==> src/rtl/kbd_scanbuf.sv <==
`default_nettype none
// +--------------------------------------------------------------------------+
// | kbd_scanbuf: PS/2 scan-code decoder with modifier tracking and key FIFO  |
// | Rev 1.0                                                                  |
// +--------------------------------------------------------------------------+
module kbd_scanbuf #(
  parameter int ADDR_W = 4
) (
  input  logic              CLOCK,
  input  logic              RESET,
  input  logic [7:0]        PS2_DATA,
  input  logic              PS2_HIT,
  input  logic              RD,
  input  logic              CLR_OVF,
  output logic [7:0]        O_DATA,
  output logic              READY,
  output logic [ADDR_W:0]   COUNT,
  output logic              SHIFT,
  output logic              CTRL,
  output logic              OVERFLOW
);

  localparam int DEPTH = 2 ** ADDR_W;
  localparam logic [ADDR_W:0] FULL_CNT = (ADDR_W + 1)'(DEPTH);

  localparam logic [2:0] ST_IDLE    = 3'd0;
  localparam logic [2:0] ST_EXT     = 3'd1;
  localparam logic [2:0] ST_BRK     = 3'd2;
  localparam logic [2:0] ST_EXT_BRK = 3'd3;
  localparam logic [2:0] ST_PAUSE   = 3'd4;

  localparam logic [7:0] B_EXT   = 8'hE0;
  localparam logic [7:0] B_BRK   = 8'hF0;
  localparam logic [7:0] B_PAUSE = 8'hE1;
  localparam logic [7:0] B_LSHF  = 8'h12;
  localparam logic [7:0] B_RSHF  = 8'h59;
  localparam logic [7:0] B_CTRL  = 8'h14;

  logic [2:0]        state_q,  state_d;
  logic [2:0]        pcnt_q,   pcnt_d;
  logic              lshift_q, lshift_d;
  logic              rshift_q, rshift_d;
  logic              lctrl_q,  lctrl_d;
  logic              rctrl_q,  rctrl_d;
  logic [ADDR_W-1:0] wr_ptr_q, wr_ptr_d;
  logic [ADDR_W-1:0] rd_ptr_q, rd_ptr_d;
  logic [ADDR_W:0]   count_q,  count_d;
  logic              ovf_q,    ovf_d;
  logic [7:0]        mem_q [DEPTH];

  logic              push;
  logic [7:0]        push_data;
  logic              do_rd;
  logic              do_wr;
  logic              full;

  // Decoder: only bytes strobed by PS2_HIT move the state machine.
  always_comb begin
    state_d   = state_q;
    pcnt_d    = pcnt_q;
    lshift_d  = lshift_q;
    rshift_d  = rshift_q;
    lctrl_d   = lctrl_q;
    rctrl_d   = rctrl_q;
    push      = 1'b0;
    push_data = 8'h00;
    if (PS2_HIT) begin
      case (state_q)
        ST_IDLE: begin
          if (PS2_DATA == B_EXT) begin
            state_d = ST_EXT;
          end else if (PS2_DATA == B_BRK) begin
            state_d = ST_BRK;
          end else if (PS2_DATA == B_PAUSE) begin
            state_d = ST_PAUSE;
            pcnt_d  = 3'd7;
          end else begin
            push      = 1'b1;
            push_data = {1'b0, PS2_DATA[6:0]};
            if (PS2_DATA == B_LSHF) lshift_d = 1'b1;
            if (PS2_DATA == B_RSHF) rshift_d = 1'b1;
            if (PS2_DATA == B_CTRL) lctrl_d  = 1'b1;
          end
        end
        ST_EXT: begin
          if (PS2_DATA == B_BRK) begin
            state_d = ST_EXT_BRK;
          end else if (PS2_DATA != B_EXT) begin
            push      = 1'b1;
            push_data = {1'b1, PS2_DATA[6:0]};
            if (PS2_DATA == B_CTRL) rctrl_d = 1'b1;
            state_d = ST_IDLE;
          end
        end
        ST_BRK: begin
          if (PS2_DATA == B_LSHF) lshift_d = 1'b0;
          if (PS2_DATA == B_RSHF) rshift_d = 1'b0;
          if (PS2_DATA == B_CTRL) lctrl_d  = 1'b0;
          state_d = ST_IDLE;
        end
        ST_EXT_BRK: begin
          if (PS2_DATA == B_CTRL) rctrl_d = 1'b0;
          state_d = ST_IDLE;
        end
        ST_PAUSE: begin
          // The pause sequence collapses into a single 0xE1 entry on its last byte.
          pcnt_d = pcnt_q - 3'd1;
          if (pcnt_q == 3'd1) begin
            push      = 1'b1;
            push_data = B_PAUSE;
            state_d   = ST_IDLE;
          end
        end
        default: state_d = ST_IDLE;
      endcase
    end
  end

  // A read frees a slot in the same cycle, so a full FIFO can still accept a push.
  always_comb begin
    full     = (count_q == FULL_CNT);
    do_rd    = RD && (count_q != '0);
    do_wr    = push && (!full || do_rd);
    wr_ptr_d = do_wr ? wr_ptr_q + 1'b1 : wr_ptr_q;
    rd_ptr_d = do_rd ? rd_ptr_q + 1'b1 : rd_ptr_q;
    count_d  = count_q;
    if (do_wr && !do_rd) count_d = count_q + 1'b1;
    if (!do_wr && do_rd) count_d = count_q - 1'b1;
    ovf_d = ovf_q;
    if (CLR_OVF) ovf_d = 1'b0;
    if (push && full && !do_rd) ovf_d = 1'b1;
  end

  always_ff @(posedge CLOCK) begin
    if (RESET) begin
      state_q  <= ST_IDLE;
      pcnt_q   <= 3'd0;
      lshift_q <= 1'b0;
      rshift_q <= 1'b0;
      lctrl_q  <= 1'b0;
      rctrl_q  <= 1'b0;
      wr_ptr_q <= '0;
      rd_ptr_q <= '0;
      count_q  <= '0;
      ovf_q    <= 1'b0;
    end else begin
      state_q  <= state_d;
      pcnt_q   <= pcnt_d;
      lshift_q <= lshift_d;
      rshift_q <= rshift_d;
      lctrl_q  <= lctrl_d;
      rctrl_q  <= rctrl_d;
      wr_ptr_q <= wr_ptr_d;
      rd_ptr_q <= rd_ptr_d;
      count_q  <= count_d;
      ovf_q    <= ovf_d;
    end
  end

  always_ff @(posedge CLOCK) begin
    if (!RESET && do_wr) mem_q[wr_ptr_q] <= push_data;
  end

  assign READY    = (count_q != '0);
  assign O_DATA   = READY ? mem_q[rd_ptr_q] : 8'h00;
  assign COUNT    = count_q;
  assign SHIFT    = lshift_q | rshift_q;
  assign CTRL     = lctrl_q | rctrl_q;
  assign OVERFLOW = ovf_q;

endmodule
`default_nettype wire

==> config.mk <==
export PLATFORM = sky130hd
export DESIGN_NAME = kbd_scanbuf
export DESIGN_NICKNAME = d
export VERILOG_FILES = /design/src/rtl/kbd_scanbuf.sv
export SDC_FILE = /design/constraint.sdc
export NUM_CORES = 1
export LEC_CHECK = 0
export ABC_AREA = 1
export BUFFER_PORTS_ARGS = -buffer_cell sky130_fd_sc_hd__buf_2
export CORE_MARGIN = 2
export CORE_UTILIZATION = 42
export DETAILED_ROUTE_END_ITERATION = 8
export PLACE_DENSITY = 0.64
export REMOVE_ABC_BUFFERS = 1
export SLEW_MARGIN = 20
export SYNTH_ARGS = -nofsm -noshare
export SYNTH_HDL_FRONTEND = slang
export SYNTH_SLANG_ARGS = --single-unit
==> constraint.sdc <==
create_clock -name CLOCK -period 6.37 [get_ports CLOCK]
set_clock_uncertainty 0.15 [all_clocks]
set_input_delay 0.3185 -clock CLOCK [delete_from_list [all_inputs] [get_ports CLOCK]]
set_output_delay 0.3185 -clock CLOCK [all_outputs]
set_load 0.05 [all_outputs]
==> reports/metrics.yaml, run 1 <==
gp_congestion: 0.8963
grt_pass1_vias: 4832
endpoint_kind: "primary output"
post_cts_buffers: 0
worstPathCellList: "buf_4 > clkinv_1 > buf_4 > o21ai_0 > o221ai_1 > nand3_1 > a21oi_1 > buf_2"
io_pins: 30
die_h_um: 131.7
routed_wl_um: 15170
clock-root-buffer: "clkbuf_16"
cap_violations: 0
cts_max_path_buffers: 2
cts.sinks: 156
place_inst: 847
cpMostUsedCell: "buf_4"
arrival_ns: 3.42
critPathMaxFanout: 65
ys.flop_type: "edfxtp_1"
cp_top_family: "buffers and inverters"
powerDensity_nw_per_um2: 439.4
insertion_delay_ns: 0.42
grt_usage_pct: 18.13
fp.coreArea_um2: 15940
num-nets-final: 671
synth_edf_count: 128
cp_num_buf_inv: 4
syn_inst: 616
relSlewSlack_pct: 28.74
synth_top_area_share_pct: 56.10
cts-resized-gates: 0
cts_tree: "yes"
postCtsHoldBufs: 0
status: "finished, final reports clean"
synth_warnings: 0
clk_pin_slew_ns: 0.06
finalPower_mw: 3.445
critPathMaxStageDelay_ns: 0.79
first_iter_violations: 488
vdd_drop_max_uv: 276.8
setup_ws_ns: 2.485
crit_type: "flip-flop to primary output"
port_buffers: 29
slowest_stage: "clkinv_1"
netlist_top_cells_area: "edfxtp_1 (56%), dfxtp_1 (8.2%), o21ai_0 (6.1%)"
ant_nets: 0
diodes: 0
ys_seq_area_share_pct: 64.28
fmax_mhz: 257.4
drtPass1Iterations: 5
num_vias: 4740
hold_violations: 0
grt_max_degree: 66
grt-ovfl-total: 0
placed_area_um2: 7262
setup_viol: 0
routed_via_density: 5.411
final_max_slew_viol_count: 0
start_kind: "flip-flop"
synth-seq-cells: 156
drive_gt1_share_pct: 18.94
finalInstanceArea_um2: 7841
post-place-ws_ns: 2.964
syn_area_per_cell_um2: 11.12
fin_crit_ns: 3.885
synth_area_um2: 6852
drc_errors: 0
p_leak_nw: 2.853
yosysTopAreaCell: "edfxtp_1"
fill_cells: 1389
die_x_um: 131.7
worstMarginPinSlew_ns: 1.065
cp.required_ns: 5.90
dieArea_um2: 17350
cts_htree_levels: 4
start_util_pct: 42.98
synth.top_cells.by_count: "edfxtp_1 (128), nor2_1 (98), o21ai_0 (83)"
antenna_found_initial: 0
numCtsBuffers: 17
post-synth-top-count-cell: "edfxtp_1"
rows: 46
dp_hpwl_um: 9982
async_flop_share_pct: 0
grt_pass1_wl_um: 24040
final_cells: 876
ys_types: 47
fin_tns_setup_ns: 0
routedWlPerCell_um: 17.31
rrSetupSlack_ns: 3.40
rsz0062_at_grt: "no"
syn_to_final_growth_pct: 14.44
hold_class: "input pin to flip-flop"
post-route-period-util_pct: 60.99
placed cells by master, fill, tap and decap left out, types with 3 or more instances in the layout:
cell type | Yosys | layout
buf_2 | 1 | 29
o221ai_1 | 24 | 24
dfxtp_1 | 28 | 27
nor4_1 | 4 | 4
ha_1 | 8 | 8
o21ai_0 | 83 | 83
edfxtp_1 | 128 | 128
nor2_2 | 3 | 3
nor2_4 | 4 | 4
o22ai_1 | 9 | 9
inv_1 | 45 | 45
a21oi_1 | 26 | 24
clkinv_1 | 1 | 3
nand4_1 | 5 | 5
nand3_1 | 20 | 20
bufinv_16 | 0 | 3
buf_4 | 0 | 12
nand2_2 | 14 | 14
a211oi_1 | 3 | 3
clkbuf_16 | 0 | 17
nor3_1 | 9 | 9
nand2_1 | 32 | 32
inv_2 | 10 | 10
nand2_4 | 4 | 4
a21oi_2 | 1 | 3
clkinv_4 | 0 | 3
nor2_1 | 98 | 98
nor3_2 | 3 | 3
routing by layer:
| layer | track usage (%) | vias up | share of wire [%] |
|---|---|---|---|
| li1 | - | 2282 | - |
| met5 | 0 | - | 0 |
| met2 | 29.03 | 176 | 47 |
| met4 | 9.179 | 0 | 2.9 |
| met1 | 22.56 | 2244 | 43 |
| met3 | 5.131 | 38 | 6.9 |
registers in the layout, indices dropped and copies added, names as in the netlist, 3 cells and up, named ones only:
register and cells:
wr_ptr_q 4, rd_ptr_q 4, mem_q 128, COUNT 5, pcnt_q 3, state_q 3
worst min-delay path: cells and delay by family:
kind,cells,cell delay (ns)
and+or+nand+nor,1,0.03
buffers and inverters,1,0.08
AOI/OAI and AO/OA,1,0.17
power by group:
group	internal (mW)	leakage, nW	switching [mW]
Combinational	0.312	1.17	0.856
Clock	0.607	0.280	0.389
Sequential	1.23	1.41	0.0535
Total	2.15	2.85	1.30
through the flow:
stage / hold slack [ns] / util, %
CTS: 0.06289 / 49.16
global route: 0.07470 / 49.18
global placement: 0.3011 / 45.55
finish: 0.07483 / 49.18
floorplan: 0.2376 / -
detailed placement: 0.3188 / 45.55
path summary, 6_finish.rpt:
path	to	startpoint	cells after the start
hold / removal	OVERFLOW$_SDFFE_PP0P_	CLR_OVF	3
setup / recovery	O_DATA[5]	flip-flop	8
hold reg to reg	rctrl_q$_SDFFE_PP0P_	rctrl_q$_SDFFE_PP0P_	2
setup reg to reg	mem_q[1][5]$_DFFE_PP_	COUNT[3]$_SDFFE_PP0P_	12
kinds of logic after synthesis:
group,after synthesis,share of synthesized area (%)
simple gates,204,14.76
compound gates,162,14.41
fa+ha+maj,8,1.461
xor+xnor,3,0.3836
buf+inv,83,4.711
flops,156,64.28
cell type report:
cell class	count	area, µm²	area share, %
Clock buffer	17	425.4	5.425
Clock inverter	12	150.1	1.915
Inverter	57	216.5	2.760
Multi-Input combinational cell	377	2138	27.27
Sequential cell	156	4405	56.18
Tap cell	216	270.3	3.447
Timing Repair Buffer	41	235.2	3.000
Note: power is estimated with default switching activity, not from simulation.
==> run 2: changes to the inputs <==
ABC_AREA = 0   (was 1)
PLACE_DENSITY = 0.66   (was 0.64)
clock period = 3.4 ns   (was 6.37 ns; I/O delays follow)
==> reports/metrics.yaml, run 2 <==
cts_tree: "yes"
hold_class: "input pin to flip-flop"
seqCellArea_um2: 4405
fmax_mhz: 326.4
r2r_start: "COUNT[0]$_SDFFE_PP0P_"
grt_max_degree: 33
internal_power_mw: 3.710
syn_to_final_growth_pct: 18.00
io_pins: 30
setup_ws_ns: 0.3365
cts_max_path_buffers: 2
relSlewSlack_pct: 48.73
dr_wl_met3_um: 585
synth-seq-cells: 156
insertion_delay_ns: 0.42
placed_area_um2: 7148
final_max_slew_viol_count: 0
ys_seq_area_share_pct: 66.97
pwr-share-comb_pct: 26.8
vdd_drop_max_uv: 405.5
endpoint: "O_DATA[7]"
dp_hpwl_um: 8569
cpMostUsedCell: "mux4_2"
fin_tns_setup_ns: 0
drc_errors: 0
highest_layer: "met4"
largest_register_ffs: 128
synth_warnings: 0
start_util_pct: 43.10
synth_top_area_share_pct: 58.45
num_vias: 3701
setup_viol: 0
crit_type: "flip-flop to primary output"
ys.flop_type: "edfxtp_1"
post_cts_buffers: 0
numCtsBuffers: 17
num-nets-final: 483
final_cells: 686
p_leak_nw: 2.609
regMostFlops: "mem_q"
syn_area_per_cell_um2: 16.32
met1_length_um: 5599
syn_inst: 403
cts.sinks: 156
grt_pass1_wl_um: 20020
critPathMaxFanout: 11
routedWlPerCell_um: 18.28
status: "finished, final reports clean"
gp_congestion: 0.8571
p_clk_share_pct: 32.6
place_inst: 650
hold_violations: 0
fp.coreArea_um2: 15260
p_switching_mw: 1.765
endpoint_kind: "primary output"
cp_top_family: "multiplexers"
clock-root-buffer: "clkbuf_16"
ys_types: 50
port_buffers: 29
finalInstanceArea_um2: 7760
post-synth-top-count-cell: "edfxtp_1"
critPathMaxStageDelay_ns: 0.60
start_kind: "flip-flop"
critical_path_depth: 5
die_h_um: 129.1
fin_crit_ns: 3.063
rsz0062_at_grt: "no"
rrSetupSlack_ns: 0.48
die_x_um: 129.1
final_cell_mix: "edfxtp_1 (128), mux4_2 (40), buf_2 (29), buf_4 (28)"
wl_met2_um: 6212
synth_edf_count: 128
grt_usage_pct: 16.30
synth_area_um2: 6576
antenna_found_initial: 0
diodes: 0
yosysTopAreaCell: "edfxtp_1"
worstMarginPinSlew_ns: 0.7690
dieArea_um2: 16670
first_iter_violations: 293
rows: 45
multi_input_area_um2: 2077
finalPower_mw: 5.475
drive_gt1_share_pct: 29.89
routed_wl_um: 12540
netlist_top_cells_area: "edfxtp_1 (58%), mux4_2 (14%), dfxtp_1 (8.5%)"
clk_pin_slew_ns: 0.06
cts_htree_levels: 4
cp.required_ns: 3.08
postCtsHoldBufs: 4
grt-ovfl-total: 0
final_common_cell: "edfxtp_1"
worstPathCellList: "buf_4 > mux4_2 > mux4_2 > and2b_1 > buf_2"
slowest_stage: "dfxtp_2"
post-place-ws_ns: 0.5167
sequentialPowerShare_pct: 40.7
arrival_ns: 2.74
routed_via_density: 5.395
async_flop_share_pct: 0
synth.top_cells.by_count: "edfxtp_1 (128), mux4_2 (40), dfxtp_1 (28)"
cp_num_buf_inv: 2
timing.rr.end: "COUNT[4]$_SDFFE_PP0P_"
ant_nets: 0
grt_pass1_vias: 3666
p_sw_share_pct: 32.24
drtPass1Iterations: 4
cts-resized-gates: 0
cap_violations: 0
powerDensity_nw_per_um2: 705.5
reg2reg_depth: 9
post-route-period-util_pct: 90.10
fill_cells: 1265
-- run 2: cell count changes after synthesis, sizes merged, moves of 9 or more --
cell    previous run  this run
nor2             106        27
o21ai             87         8
inv               56         7
mux4               0        40
nand2             50        12
o221ai            24         1
nand3             24         5
a21oi             27        10
nand2b             0         9
nor2b              0         9
o22ai              9         0
-- run 2: tightest hold or removal path: cells and delay by family --
kind	cells	cell delay (ns)
compound gates	2	0.22
buf+inv	1	0.15
-- run 2: metrics by stage --
stage	hold WS, ns	util, %
3_3_place_gp	0.3316	46.85
6_report	0.01799	50.86
2_1_floorplan	0.08907	-
4_1_cts	0.003455	50.86
5_1_grt	0.04244	50.86
3_5_place_dp	0.3283	46.85
-- run 2: worst min path at each step --
stage | endpoint | depth (start not counted) | from
finish | rshift_q$_SDFFE_PP0P_ | 3 | PS2_HIT
global route | rshift_q$_SDFFE_PP0P_ | 3 | PS2_HIT
CTS | rshift_q$_SDFFE_PP0P_ | 3 | PS2_HIT
detailed placement | OVERFLOW$_SDFFE_PP0P_ | 4 | CLR_OVF
global placement | lshift_q$_SDFFE_PP0P_ | 2 | lshift_q$_SDFFE_PP0P_
floorplan | state_q[1]$_SDFFE_PP0P_ | 1 | RESET
-- run 2: layout make-up --
| cell class | count | area share, % |
|---|---|---|
| Clock inverter | 13 | 1.387 |
| Inverter | 7 | 0.3386 |
| Tap cell | 211 | 3.402 |
| Sequential cell | 156 | 56.77 |
| Timing Repair Buffer | 62 | 5.353 |
| Multi-Input combinational cell | 218 | 26.77 |
| Clock buffer | 19 | 5.982 |
-- run 2: power by group through the flow --
stage	Combinational [mW]	Sequential, mW	Clock, mW
floorplan	0.929	2.39	0
global placement	1.45	2.26	0
detailed placement	1.47	2.27	0
CTS	1.48	2.23	1.82
global route	1.57	2.24	1.90
finish	1.46	2.23	1.78
-- run 2: per-layer routing --
metal | track usage [%] | up-vias
li1 | - | 1715
met2 | 26.38 | 97
met1 | 21.64 | 1877
met4 | 4.923 | 0
met3 | 4.542 | 12
met5 | 0 | -
-- run 2: logic make-up after synthesis --
family                   after synthesis  share of synthesized area, %
AO/OA/AOI/OAI                         37                         3.862
multiplexers                          49                         15.09
adder cells (fa/ha/maj)                8                         1.522
AND/OR/NAND/NOR                      117                         9.799
buffers and inverters                 29                         1.827
flip-flops                           156                         66.97
XOR/XNOR                               7                        0.9323
==> run 3: changes to the inputs <==
PLACE_DENSITY = default   (was 0.66)
PLACE_DENSITY_LB_ADDON = 0.15   (was default)
SLEW_MARGIN = default   (was 20)
==> reports/metrics.yaml, run 3 (synthesized netlist as in run 2, its figures left out) <==
status: "finished, final reports clean"
final_cells: 682
fp.coreArea_um2: 15260
start_kind: "flip-flop"
crit_type: "flip-flop to flip-flop"
setup_viol: 0
fin_crit_ns: 2.843
fmax_mhz: 351.8
cap_violations: 0
r2r_start: "pcnt_q[0]$_SDFFE_PP0P_"
io_pins: 30
final_max_slew_viol_count: 0
antenna_found_initial: 0
start_util_pct: 43.10
post-route-period-util_pct: 83.60
final_cell_mix: "edfxtp_1 (128), mux4_2 (40), buf_2 (29), dfxtp_1 (27), nor2_1 (27)"
routedWlPerCell_um: 18.37
final_common_cell: "edfxtp_1"
regMostFlops: "mem_q"
postCtsHoldBufs: 3
gp_congestion: 0.7884
grt_usage_pct: 16.51
cts.sinks: 156
cts_htree_levels: 4
port_buffers: 29
p_leak_nw: 2.572
num_vias: 3590
timing.rr.end: "COUNT[4]$_SDFFE_PP0P_"
arrival_ns: 2.97
reg2reg_depth: 11
grt-ovfl-total: 0
dp_hpwl_um: 8580
die_x_um: 129.1
endpoint_kind: "flip-flop"
drive_gt1_share_pct: 28.45
rsz0062_at_grt: "no"
dieArea_um2: 16670
grt_pass1_wl_um: 20240
fill_cells: 1269
hold_start: "PS2_HIT"
post_cts_buffers: 0
insertion_delay_ns: 0.41
critPathMaxFanout: 4
routed_wl_um: 12530
powerDensity_nw_per_um2: 706.8
diodes: 0
cp.required_ns: 3.53
cts_tree: "yes"
hold_violations: 0
drtPass1Iterations: 4
grt_max_degree: 33
timing.hold.worst_path_depth: 3
cp_top_family: "simple AND/OR/NAND/NOR gates"
routed_via_density: 5.264
worstPathCellList: "ha_1 > nor2b_1 > nand3_1 > a31oi_1 > nor2_1 > xor2_1 > ha_1 > or3_1 > nor4_1 > o21ai_0 > nor3b_1"
drc_errors: 0
place_inst: 647
numCtsBuffers: 17
rrSetupSlack_ns: 0.56
cpMostUsedCell: "ha_1"
whs_endpoint: "lctrl_q$_SDFFE_PP0P_"
worstMarginPinSlew_ns: 0.5896
cts_max_path_buffers: 2
cts-resized-gates: 0
rows: 45
largest_register_ffs: 128
ant_nets: 0
grt_pass1_vias: 3650
slowest_stage: "dfxtp_1"
hold_class: "input pin to flip-flop"
clock-root-buffer: "clkbuf_16"
cp_num_buf_inv: 0
vdd_drop_max_uv: 359.8
critPathMaxStageDelay_ns: 0.38
clk_pin_slew_ns: 0.06
num-nets-final: 479
first_iter_violations: 266
finalPower_mw: 5.454
syn_to_final_growth_pct: 17.33
relSlewSlack_pct: 60.64
die_h_um: 129.1
## run 3: metrics by stage
step	hold slack, ns	TNS, ns	instance area, µm²	utilization, %	setup slack, ns
final	0.03921	0	7716	50.57	0.5575
after global routing	0.01990	0	7716	50.57	0.2672
after CTS	0.006665	0	7716	50.57	0.5398
after detailed placement	0.3331	0	7126	46.70	0.5509
after global placement	0.3327	0	7126	46.70	0.6438
after floorplan	0.08907	-19.31	6482	-	-0.3466
## run 3: area by class of cell
cell class / instances / area, µm² / area share, %
Inverter: 7 / 26.28 / 0.3405
Tap cell: 211 / 264.0 / 3.421
Clock buffer: 20 / 436.7 / 5.659
Timing Repair Buffer: 58 / 382.9 / 4.962
Multi-Input combinational cell: 218 / 2077 / 26.92
Clock inverter: 12 / 123.9 / 1.605
Sequential cell: 156 / 4405 / 57.09
## run 3: worst max-delay path by stage
stage | slack [ns] | to | from | depth (start not counted)
floorplan | -0.35 | mem_q[0][0]$_DFFE_PP_ | state_q[2]$_SDFFE_PP0P_ | 5
global placement | 0.64 | COUNT[4]$_SDFFE_PP0P_ | pcnt_q[0]$_SDFFE_PP0P_ | 11
detailed placement | 0.55 | COUNT[4]$_SDFFE_PP0P_ | pcnt_q[0]$_SDFFE_PP0P_ | 11
CTS | 0.54 | COUNT[4]$_SDFFE_PP0P_ | pcnt_q[0]$_SDFFE_PP0P_ | 11
global route | 0.27 | COUNT[4]$_SDFFE_PP0P_ | pcnt_q[0]$_SDFFE_PP0P_ | 11
finish | 0.56 | COUNT[4]$_SDFFE_PP0P_ | pcnt_q[0]$_SDFFE_PP0P_ | 11
## run 3: worst register-to-register path: cells and delay by family (launching register included)
kind	cells	cell delay, ns
and+or+nand+nor	6	1.27
AOI/OAI and AO/OA	2	0.40
DFF	1	0.38
adders and majority gates	2	0.36
xor gates and xnor gates	1	0.15
## run 3: power by group
| group | switching, mW | internal [mW] | total (mW) |
|---|---|---|---|
| logic | 0.906 | 0.563 | 1.47 |
| clock network | 0.717 | 1.07 | 1.79 |
| registers | 0.0653 | 2.13 | 2.19 |
| total | 1.69 | 3.76 | 5.45 |
## run 3: routing by layer
metal  vias to the layer above  global-route usage, %  wire length (µm)
met4                         0                  5.627               129
met1                      1809                  22.05              5790
met2                        66                  26.22              6153
li1                       1705                      -                 -
met3                        10                  4.666               451
met5                         -                      0                 0
